==> config.mk <==
export PLATFORM = sky130hd
export DESIGN_NAME = cga_vram_arbiter
export DESIGN_NICKNAME = d
export VERILOG_FILES = /design/src/rtl/cga_pkg.sv /design/src/rtl/cga_isa_port.sv /design/src/rtl/cga_vram_arbiter.sv
export SDC_FILE = /design/constraint.sdc
export NUM_CORES = 1
export LEC_CHECK = 0
export BUFFER_PORTS_ARGS = -buffer_cell sky130_fd_sc_hd__buf_2
export CORE_ASPECT_RATIO = 0.7
export CORE_MARGIN = 1
export CORE_UTILIZATION = 36
export DETAILED_ROUTE_END_ITERATION = 12
export PLACE_DENSITY = 0.64
export RECOVER_POWER = 50
export SYNTH_ARGS = -nofsm -noshare
export SYNTH_HDL_FRONTEND = slang
export SYNTH_SLANG_ARGS = --single-unit
==> constraint.sdc <==
create_clock -name clk -period 1.51 [get_ports clk]
set_input_delay 0.302 -clock clk [delete_from_list [all_inputs] [get_ports clk]]
set_output_delay 0.302 -clock clk [all_outputs]
set_load 0.01 [all_outputs]
==> src/rtl/cga_pkg.sv <==
// Shared definitions for the CGA VRAM arbiter slice: ISA access FSM states,
// the sequencer phase on which a new ISA access may never start, and a helper
// telling whether a state owns the SRAM.
package cga_pkg;

    typedef enum logic [2:0] {
        IDLE   = 3'd0,
        WAIT   = 3'd1,
        SETUP  = 3'd2,
        STROBE = 3'd3,
        HOLD   = 3'd4,
        DONE   = 3'd5
    } isaState_e;

    // A start on this low phase nibble would push HOLD into a display read.
    localparam logic [3:0] ISA_START_BLOCK = 4'd14;

    function automatic logic isaOwnsRam(input isaState_e s);
        return (s == SETUP) || (s == STROBE) || (s == HOLD);
    endfunction

endpackage

==> src/rtl/cga_isa_port.sv <==
// ISA side of the VRAM arbiter: waits for the sequencer's ISA window, runs a
// fixed SETUP/STROBE/HOLD access with registered SRAM strobes, captures read
// data and holds the bus with a ready line until the access is done.
module cga_isa_port
    import cga_pkg::*;
#(
    parameter int ADDR_WIDTH = 14
) (
    input  logic                  clk,
    input  logic                  reset_n,
    input  logic [3:0]            seqPhase_i,
    input  logic                  isaOpEnable_i,
    input  logic [ADDR_WIDTH-1:0] busA_i,
    input  logic                  busMemr_i,
    input  logic                  busMemw_i,
    input  logic [7:0]            busDin_i,
    input  logic [7:0]            ramD_i,
    output logic [7:0]            busDout_o,
    output logic                  busRdy_o,
    output logic [ADDR_WIDTH-1:0] isaAddr_o,
    output logic [7:0]            isaData_o,
    output logic                  isaWrite_o,
    output logic                  isaCeL_o,
    output logic                  isaOeL_o,
    output logic                  isaWeL_o,
    output isaState_e             isaState_o
);

    isaState_e             state_q;
    logic [ADDR_WIDTH-1:0] addr_q;
    logic [7:0]            data_q;
    logic                  write_q;
    logic [7:0]            busDout_q;
    logic                  ceL_q;
    logic                  oeL_q;
    logic                  weL_q;

    logic request;
    logic startGate;

    assign request   = busMemr_i ^ busMemw_i;
    assign startGate = isaOpEnable_i && (seqPhase_i != ISA_START_BLOCK);

    // Access sequencer: state, captured address/data/direction, strobes and read data all move together.
    always_ff @(posedge clk or negedge reset_n) begin
        if (!reset_n) begin
            state_q   <= IDLE;
            addr_q    <= '0;
            data_q    <= '0;
            write_q   <= 1'b0;
            busDout_q <= '0;
            ceL_q     <= 1'b1;
            oeL_q     <= 1'b1;
            weL_q     <= 1'b1;
        end else begin
            case (state_q)
                IDLE: begin
                    if (request) begin
                        state_q <= WAIT;
                    end
                end
                WAIT: begin
                    if (!request) begin
                        state_q <= IDLE;
                    end else if (startGate) begin
                        state_q <= SETUP;
                        addr_q  <= busA_i;
                        data_q  <= busDin_i;
                        write_q <= busMemw_i;
                        ceL_q   <= 1'b0;
                    end
                end
                SETUP: begin
                    state_q <= STROBE;
                    weL_q   <= !write_q;
                    oeL_q   <= write_q;
                end
                STROBE: begin
                    state_q <= HOLD;
                    weL_q   <= 1'b1;
                    oeL_q   <= 1'b1;
                    if (!write_q) begin
                        busDout_q <= ramD_i;
                    end
                end
                HOLD: begin
                    state_q <= DONE;
                    ceL_q   <= 1'b1;
                end
                DONE: begin
                    if (!busMemr_i && !busMemw_i) begin
                        state_q <= IDLE;
                    end
                end
                default: begin
                    state_q <= IDLE;
                    ceL_q   <= 1'b1;
                    oeL_q   <= 1'b1;
                    weL_q   <= 1'b1;
                end
            endcase
        end
    end

    assign busRdy_o   = !(request && (state_q != DONE));
    assign busDout_o  = busDout_q;
    assign isaAddr_o  = addr_q;
    assign isaData_o  = data_q;
    assign isaWrite_o = write_q;
    assign isaCeL_o   = ceL_q;
    assign isaOeL_o   = oeL_q;
    assign isaWeL_o   = weL_q;
    assign isaState_o = state_q;

endmodule

==> src/rtl/cga_vram_arbiter.sv <==
// CGA VRAM arbiter: shares one 8-bit SRAM between the ISA memory port and the
// display fetch slots produced by cga_sequencer, and latches the character and
// attribute bytes for the pixel pipeline.
// Optional feature: define CGA_SNOW_EN to model CGA "snow", where a CPU access
// completing in high-resolution mode replaces the next character byte.
module cga_vram_arbiter
    import cga_pkg::*;
#(
    parameter int ADDR_WIDTH = 14
) (
    input  logic                  clk,
    input  logic                  reset_n,
    input  logic [4:0]            clk_seq,
    input  logic                  vram_read,
    input  logic                  vram_read_a0,
    input  logic                  vram_read_char,
    input  logic                  vram_read_att,
    input  logic                  isa_op_enable,
    input  logic                  hres_mode,
    input  logic [ADDR_WIDTH-2:0] disp_addr,
    input  logic [ADDR_WIDTH-1:0] bus_a,
    input  logic                  bus_memr,
    input  logic                  bus_memw,
    input  logic [7:0]            bus_din,
    output logic [7:0]            bus_dout,
    output logic                  bus_rdy,
    output logic [ADDR_WIDTH-1:0] ram_a,
    input  logic [7:0]            ram_d,
    output logic [7:0]            ram_q,
    output logic                  ram_ce_l,
    output logic                  ram_oe_l,
    output logic                  ram_we_l,
    output logic [7:0]            char_byte,
    output logic [7:0]            att_byte
);

    logic [ADDR_WIDTH-1:0] isaAddr;
    logic [7:0]            isaData;
    logic                  isaWrite;
    logic                  isaCeL;
    logic                  isaOeL;
    logic                  isaWeL;
    isaState_e             isaState;

    logic [ADDR_WIDTH-1:0] ramA_d;
    logic [ADDR_WIDTH-1:0] ramA_q;
    logic                  ceL;
    logic                  oeL;
    logic                  weL;
    logic [7:0]            charByte_q;
    logic [7:0]            attByte_q;
    logic [7:0]            charSrc;

    cga_isa_port #(
        .ADDR_WIDTH (ADDR_WIDTH)
    ) uIsaPort (
        .clk           (clk),
        .reset_n       (reset_n),
        .seqPhase_i    (clk_seq[3:0]),
        .isaOpEnable_i (isa_op_enable),
        .busA_i        (bus_a),
        .busMemr_i     (bus_memr),
        .busMemw_i     (bus_memw),
        .busDin_i      (bus_din),
        .ramD_i        (ram_d),
        .busDout_o     (bus_dout),
        .busRdy_o      (bus_rdy),
        .isaAddr_o     (isaAddr),
        .isaData_o     (isaData),
        .isaWrite_o    (isaWrite),
        .isaCeL_o      (isaCeL),
        .isaOeL_o      (isaOeL),
        .isaWeL_o      (isaWeL),
        .isaState_o    (isaState)
    );

    // SRAM mux: a running ISA access owns the RAM, otherwise a display slot does, otherwise the address parks.
    always_comb begin
        ramA_d = ramA_q;
        ceL    = 1'b1;
        oeL    = 1'b1;
        weL    = 1'b1;
        if (!isaCeL) begin
            ramA_d = isaAddr;
            ceL    = isaCeL;
            oeL    = isaOeL;
            weL    = isaWeL;
        end else if (vram_read && reset_n) begin
            ramA_d = {disp_addr, vram_read_a0};
            ceL    = 1'b0;
            oeL    = 1'b0;
        end
    end

    // Remember the last driven address so it holds when nobody uses the RAM.
    always_ff @(posedge clk or negedge reset_n) begin
        if (!reset_n) begin
            ramA_q <= '0;
        end else begin
            ramA_q <= ramA_d;
        end
    end

    assign ram_a    = ramA_d;
    assign ram_q    = isaData;
    assign ram_ce_l = ceL;
    assign ram_oe_l = oeL;
    assign ram_we_l = weL;

`ifdef CGA_SNOW_EN
    logic       snow_q;
    logic [7:0] accessByte;
    logic       unusedBits;

    assign accessByte = isaWrite ? isaData : bus_dout;
    assign unusedBits = clk_seq[4];

    // Snow flag: armed when a hires-mode access finishes, consumed by the next character latch.
    always_ff @(posedge clk or negedge reset_n) begin
        if (!reset_n) begin
            snow_q <= 1'b0;
        end else if ((isaState == HOLD) && hres_mode) begin
            snow_q <= 1'b1;
        end else if (vram_read_char) begin
            snow_q <= 1'b0;
        end
    end

    assign charSrc = snow_q ? accessByte : ram_d;
`else
    logic unusedBits;

    assign unusedBits = ^{clk_seq[4], hres_mode, isaWrite};
    assign charSrc    = ram_d;
`endif

    // Display latches capture the RAM byte at the end of their fetch slot.
    always_ff @(posedge clk or negedge reset_n) begin
        if (!reset_n) begin
            charByte_q <= '0;
            attByte_q  <= '0;
        end else begin
            if (vram_read_char) begin
                charByte_q <= charSrc;
            end
            if (vram_read_att) begin
                attByte_q <= ram_d;
            end
        end
    end

    assign char_byte = charByte_q;
    assign att_byte  = attByte_q;

    // The sequencer's start gate must keep ISA accesses clear of display slots.
    noDisplayContention : assert property (@(posedge clk) disable iff (!reset_n)
        !(vram_read && isaOwnsRam(isaState)));

endmodule
==> results.md, run 1 <==
- Post-synth EDFFs: 0
- Syn nets: 263
- Buffers on Ports: 105
- Vias per cell: 4.71
- Largest area contributor in the netlist: dfrtp_1
- Static Leak: 2.04 nW
- Max Root-Sink Buffers: 2
- Site Rows: 26
- Largest family of logic cells by synthesized area: multiplexers
- TritonCTS Buffers: 9
- Worst EP arrival: 1.45 ns
- Number of distinct library cells after synthesis: 26
- Max-slew violations: 0
- HPWL Detailed: 4.34 mm
- Syn Area/Cell: 13.6 um2
- Syn. warnings: 0
- Fin crit share: 116%
- Synth Area in XOR/XNOR: 0%
- Setup Viol. Count Final: 30
- Seq cells post-synth: 67
- Placed insts: 408
- Period minus WS final: 1.75 ns
- Violated checks: negative setup slack
- Mapped Cells: 204
- Htree depth: 3
- Nets: 403
- Adder-Cell Fraction of Synth Area: 0.451%
- Max Clock Freq: 0.571 GHz
- Die area: 0.00807 mm2
- Layout cells sized above 1: 64.8%
- Run status: finished, violations left
- Worst slew margin: 39.5%
- Critical path startpoint: uIsaPort.isaCeL_o
- DR vias: 2,105
- Final WL: 6.66 mm
- Top cells by area, synth: dfrtp_1 (58%), mux2_2 (19%), mux2i_1 (5.1%)
- Reg2reg end: uIsaPort.isaAddr_o[4]
- Worst r2r src: uIsaPort.isaState_o[1]
- Post-DR wirelength/cell: 14.9 um
- Clock skew: 0.00857 ns
- Final worst slack: -0.240 ns
- Critical Path Sink: ram_a[4]
- Ports: 108
- GRT Total Usage: 15.8%
- Worst vdd ir: 0.734 mV
- Fin. Hold Viols: 0
- N_diodes: 0
- CTS clk-pin slew, worst paths: 0.07 ns
- Fillers: 654
- Crit end category: output port
- Antenna violations before repair: 0
- RePlAce Congestion: 0.832
- Multiplexer share of the synthesized area: 24.1%
- Mapped Area: 0.00277 mm2
- Crit Path Category: register to output port
- First-pass GRT wire length: 9.58 mm
- Post-synth ARST share: 100%
- Drt pass-1 iters: 6
- RSZ-0062 raised after global routing: true
- Largest fanout on the critical path: 14
- Initial core utilization: 37.6%
- R2r setup slk: -0.04 ns
- Synth top area share: 57.7%
- DRT iter0 DRCs: 88
- Synth Area in Compound Gates: 4.92%
- Fin cells: 447
- Synth Flop Type: dfrtp_1
- Detail Route Antenna Nets: 0
- Area grow syn2layout: 48.6%
- Simple-gate share of the synthesized area: 7.17%
- Cts hold-fix bufs: 0
- Util after Layout: 55.8%
- Latest clock arrival within the worst-skew pair: 0.33 ns
- Clk sink count: 67
- Reg2Reg Depth: 5
- Die width: 107 um
- Hold path start: bus_a[12]
- Actual slew at the worst max-slew pin: 0.907 ns
- Remaining design rule violation count: 0
- Critical-path cell list: buf_12 -> nor2_1 -> a21oi_1 -> buf_2
- Min-delay worst type: primary input to register
- Slowest CP cell: dfstp_2
- CTS tree: built
- Setup crit start kind: register
- Critical Path RT: 1.21 ns
- Pwr dens: 1910 mW/mm2
- Pin count of the biggest net entering global routing: 68
- Max cap viols: 0
- Root Buffer: clkbuf_8
- Sequential fraction of the synthesis area: 60.6%
- CP max stage delay: 0.61 ns
- GR Overflow Total: 0
- Vias in the first global route: 1,928
- Core ar.: 0.00738 mm2
- Die Span Y: 75.4 um
## flip-flops by register name, summed over array words and instances (netlist names)
register,count
uIsaPort.isaWrite_o,1
uIsaPort.isaData_o,8
uIsaPort.isaState_o,3
uIsaPort.isaAddr_o,14
uIsaPort.busDout_o,8
char_byte,8
uIsaPort.isaCeL_o,1
ramA_q,14
att_byte,8
uIsaPort.isaOeL_o,1
uIsaPort.isaWeL_o,1
## stage by stage
step,TNS [ns],power (mW),setup slack (ns),hold slack [ns],area (um2)
after detailed placement,-6.13,5.63,-0.298,0.476,3580
after global routing,-6.03,8.39,-0.316,0.173,4120
final,-3.57,7.88,-0.240,0.192,4120
after CTS,-4.08,7.53,-0.259,0.174,3920
after global placement,-5.36,5.53,-0.259,0.471,3580
after floorplan,-1.86,4.53,-0.0951,0.00641,2840
## Yosys cell counts, drive strengths merged, types with 2 or more instances
library cell  count
a21oi            16
a31oi             2
buf               4
clkbuf            8
dfrtp            64
dfstp             3
inv               3
mux2             47
mux2i            14
nand2             6
nand3b            2
nor2             19
nor3              3
o21ai             4
o31ai             2
## per-layer routing
metal,share of wire (%),up-vias,GRT usage [%],routed length (um)
met5,0,-,0,0
met4,0.21,0,5.02,14
met3,7.5,2,6.24,499
met2,47,75,24.3,3120
met1,45,1030,20.8,3020
li1,-,998,-,-
## power breakdown
| part | switching, mW | leakage [nW] | total (mW) | internal, mW |
|---|---|---|---|---|
| Combinational | 1.47 | 1.14 | 3.40 | 1.93 |
| Sequential | 0.389 | 0.789 | 2.94 | 2.55 |
| Clock | 0.644 | 0.108 | 1.54 | 0.892 |
## cells in the final DEF, fill, tap and decap left out, drive strengths merged, types with 2 or more instances in the layout
cell / count
inv: 3
a21oi: 16
dfrtp: 64
o31ai: 2
dfstp: 3
nor3: 3
clkbuf: 16
nand3b: 2
a31oi: 2
o21ai: 4
nand2: 6
nor2: 19
mux2: 47
buf: 137
mux2i: 14
clkinv: 2
## worst min-delay path by stage
| stage | to | slack [ns] | depth (start not counted) |
|---|---|---|---|
| after CTS | uIsaPort.isaData_o[1] | 0.17 | 2 |
| after global placement | uIsaPort.isaWeL_o | 0.47 | 2 |
| after global routing | uIsaPort.isaAddr_o[12] | 0.17 | 2 |
| after floorplan | att_byte[0] | 0.006 | 0 |
| after detailed placement | uIsaPort.isaWeL_o | 0.48 | 2 |
| final | uIsaPort.isaAddr_o[12] | 0.19 | 2 |
## logic make-up (layout without fill, tap and decap cells)
family                     after synthesis  after routing
AOI/OAI and AO/OA                       25             25
buffers and inverters                   15            160
DFF                                     67             67
adders and majority gates                1              1
and+or+nand+nor                         35             35
muxes                                   61             61
## timing repair
item,CTS,global route
pin swaps,0,3
buffers inserted,14,6
gates cloned,0,3
setup endpoints to repair,18,39
resized for setup,6,22
## final cells by class
class | count | area (um2) | share of cell area, %
Clock buffer | 12 | 165 | 4.01
Clock inverter | 4 | 47.5 | 1.15
Inverter | 3 | 23.8 | 0.577
Multi-Input combinational cell | 122 | 1150 | 27.8
Sequential cell | 67 | 1680 | 40.8
Tap cell | 98 | 123 | 2.98
Timing Repair Buffer | 141 | 933 | 22.6
## critical path, delay by kind of cell, from the launching register on
family | cells | cell delay, ns
compound gates | 1 | 0.15
simple gates | 1 | 0.05
flops | 1 | 0.61
buf+inv | 2 | 0.31
(Power assumes the default switching activity.)
==> run 2: changes to the inputs <==
--- a/config.mk
+++ b/config.mk
@@ -8,9 +8,9 @@
 export BUFFER_PORTS_ARGS = -buffer_cell sky130_fd_sc_hd__buf_2
 export CORE_ASPECT_RATIO = 0.7
 export CORE_MARGIN = 1
-export CORE_UTILIZATION = 36
+export CORE_UTILIZATION = 44
 export DETAILED_ROUTE_END_ITERATION = 12
-export PLACE_DENSITY = 0.64
+export PLACE_DENSITY = 0.76
 export RECOVER_POWER = 50
 export SYNTH_ARGS = -nofsm -noshare
 export SYNTH_HDL_FRONTEND = slang
==> run 2 against run 1 <==
The flow still finishes with violations (negative setup slack). Sequential share of layout area increased by 1.9 points. First-iteration DRC count decreased by 19%. Die area decreased by 18%. Critical endpoint is now ram_we_l. Largest power group unchanged.
==> results.md, run 2 (synthesis results as in run 1) <==
- WHS: 0.192 ns (+0.000350 ns)
- N_diodes: 0 (unchanged)
- CP max stage delay: 0.38 ns (-0.23 ns)
- Max cap viols: 0 (unchanged)
- Critical-path cell list: buf_4 -> buf_16 -> or2_2 -> buf_6
- DR vias: 2,037 (-3.2%)
- RePlAce Congestion: 0.817 (-1.7%)
- CTS clk-pin slew, worst paths: 0.07 ns (about the same)
- Crit end category: output port
- Register share of total power: 39.0% (+1.6 points)
- Comb pwr share: 42.4% (-0.7 points)
- Vias in the first global route: 1,904 (-1.2%)
- GR Overflow Total: 0 (unchanged)
- Die Span Y: 68.4 um (-9.3%)
- Post-DR wirelength/cell: 15.6 um (+4.8%)
- Htree depth: 3 (unchanged)
- Fin crit share: 116% (-0.14 points)
- Worst vdd ir: 1.04 mV (+41%)
- Remaining design rule violation count: 0 (unchanged)
- Static Leak: 1.97 nW (-3.4%)
- TritonCTS Buffers: 9 (unchanged)
- Setup crit start kind: register
- Drt pass-1 iters: 4 (-2)
- Period minus WS final: 1.75 ns (-0.00211 ns)
- GRT Total Usage: 19.3% (+3.5 points)
- Detail Route Antenna Nets: 0 (unchanged)
- Hold Crit Endpoint: uIsaPort.isaData_o[5]
- Area grow syn2layout: 42.1%
- WP buf/inv: 3 (+1)
- Root Buffer: clkbuf_8
- Fin. Hold Viols: 0 (unchanged)
- Latest clock arrival within the worst-skew pair: 0.34 ns (about the same)
- RSZ-0062 raised after global routing: true
- Vias per cell: 4.96 (+5.2%)
- Crit-path leading delay family: buffers and inverters
- CP Depth: 4 (unchanged)
- Die width: 96.9 um (-9.4%)
- Most frequent cells in the layout: buf_2 (103), dfrtp_1 (63), mux2_2 (24), mux2_4 (23), nor2_1 (19)
- Max-slew violations: 0 (unchanged)
- HPWL Detailed: 4.21 mm (-3.0%)
- Post-route design area: 0.00394 mm2 (-4.3%)
- Reg2reg end: uIsaPort.isaData_o[3]
- Max Root-Sink Buffers: 2 (unchanged)
- Worst r2r src: uIsaPort.isaState_o[1]
- Buffers on Ports: 105 (unchanged)
- Clock skew: 0.00436 ns (-0.00422 ns)
- Clk sink count: 67 (unchanged)
- Worst EP arrival: 1.45 ns (about the same)
- First-pass GRT wire length: 9.55 mm (-0.37%)
- Hold path start: bus_din[5]
- Run status: finished, violations left
- Slowest CP cell: dfstp_2
- Crit Path Category: register to output port
- Antenna violations before repair: 0 (unchanged)
- Hold path depth: 2 (unchanged)
- Switching Fraction: 32.8% (+0.97 points)
- Cts hold-fix bufs: 0 (unchanged)
- Initial core utilization: 47.0% (+9.5 points)
- Violated checks: negative setup slack
- Final WL: 6.42 mm (-3.6%)
- Nets: 392 (-2.7%)
- Pint: 5.05 mW (-6.1%)
- Largest fanout on the critical path: 9 (-5)
- Power, Total: 7.50 mW (-4.7%)
- Actual slew at the worst max-slew pin: 0.827 ns (-0.0800 ns)
- R2r setup slk: -0.01 ns (+0.03 ns)
- TNS Setup: -3.35 ns (+0.215 ns)
- Ports: 108 (unchanged)
- Site Rows: 23 (-12%)
- CTS tree: built
- Min-delay worst type: primary input to register
- Clk pwr share: 18.6% (-0.9 points)
- Layout cells sized above 1: 63.1% (-1.7 points)
- P_sw: 2.46 mW (-1.8%)
- Pin count of the biggest net entering global routing: 68 (unchanged)
- Dpl cell area: 0.00353 mm2 (-1.4%)
- Setup Viol. Count Final: 23 (-23%)
- Max Clock Freq: 0.572 GHz (+0.12%)
- Pwr dens: 1900 mW/mm2 (-0.38%)
- Die area: 0.00663 mm2 (-18%)
- Commonest non-fill, non-tap cell in the layout: buf_2
- Worst slew margin: 44.9% (+5.3 points)
- Reg2Reg Depth: 4 (-1)
- Final worst slack: -0.238 ns (+0.00211 ns)
- DRT iter0 DRCs: 71 (-19%)
- Critical Path RT: 1.21 ns (about the same)
- Core ar.: 0.00590 mm2 (-20%)
run 2: how the worst max path moves through the flow:
stage,slack [ns],end,startpoint
2_1_floorplan,-0.1,uIsaPort.isaAddr_o[10],bus_memr
3_3_place_gp,-0.23,uIsaPort.isaData_o[1],bus_memr
3_5_place_dp,-0.27,uIsaPort.isaData_o[3],bus_memr
4_1_cts,-0.25,ram_oe_l,uIsaPort.isaCeL_o
5_1_grt,-0.30,ram_oe_l,uIsaPort.isaCeL_o
6_report,-0.24,ram_we_l,uIsaPort.isaCeL_o
run 2: per-layer routing:
layer / GRT usage [%] / vias to the layer above / wire [um] / share of wire (%)
met4: 6.16 / 0 / 76 / 1.2
met2: 29.8 / 68 / 3020 / 47
met1: 25.4 / 989 / 2970 / 46
met3: 7.25 / 9 / 354 / 5.5
li1: - / 971 / - / -
met5: 0 / - / 0 / 0
run 2: layout make-up:
type	count	area (um2)
Clock inverter	1	7.51
Multi-Input combinational cell	122	1160
Timing Repair Buffer	130	800
Tap cell	75	93.8
Sequential cell	67	1680
Fill cell	470	1960
Inverter	3	23.8
Clock buffer	13	179
run 2: metrics by stage:
step | setup slack [ns] | utilization [%] | std cells
detailed placement | -0.268 | 59.9 | 387
finish | -0.238 | 66.8 | 411
global placement | -0.228 | 59.9 | 387
CTS | -0.250 | 64.6 | 408
floorplan | -0.0951 | - | 204
global route | -0.303 | 66.8 | 411
run 2: worst reg2reg max path, stage by stage (launching register included):
cell and delay, ns:
dfrtp_1 0.39, nand4b_4 0.19, nor3_4 0.29, buf_6 0.22
mux2_4 0.31
run 2: power groups by stage:
stage | Sequential (mW) | Combinational, mW | Clock, mW
finish | 2.93 | 3.18 | 1.40
global route | 3.00 | 3.45 | 1.52
CTS | 2.92 | 2.87 | 1.44
detailed placement | 2.95 | 2.60 | 0
global placement | 2.92 | 2.54 | 0
floorplan | 2.98 | 1.54 | 0
run 2: what timing repair did:
action | CTS | global route
cloned | 1 | 1
pin swaps | 0 | 2
resized for setup | 5 | 26
setup buffers | 6 | 2
hold endpoints to repair | 0 | 0
endpoints found under the setup margin | 18 | 37
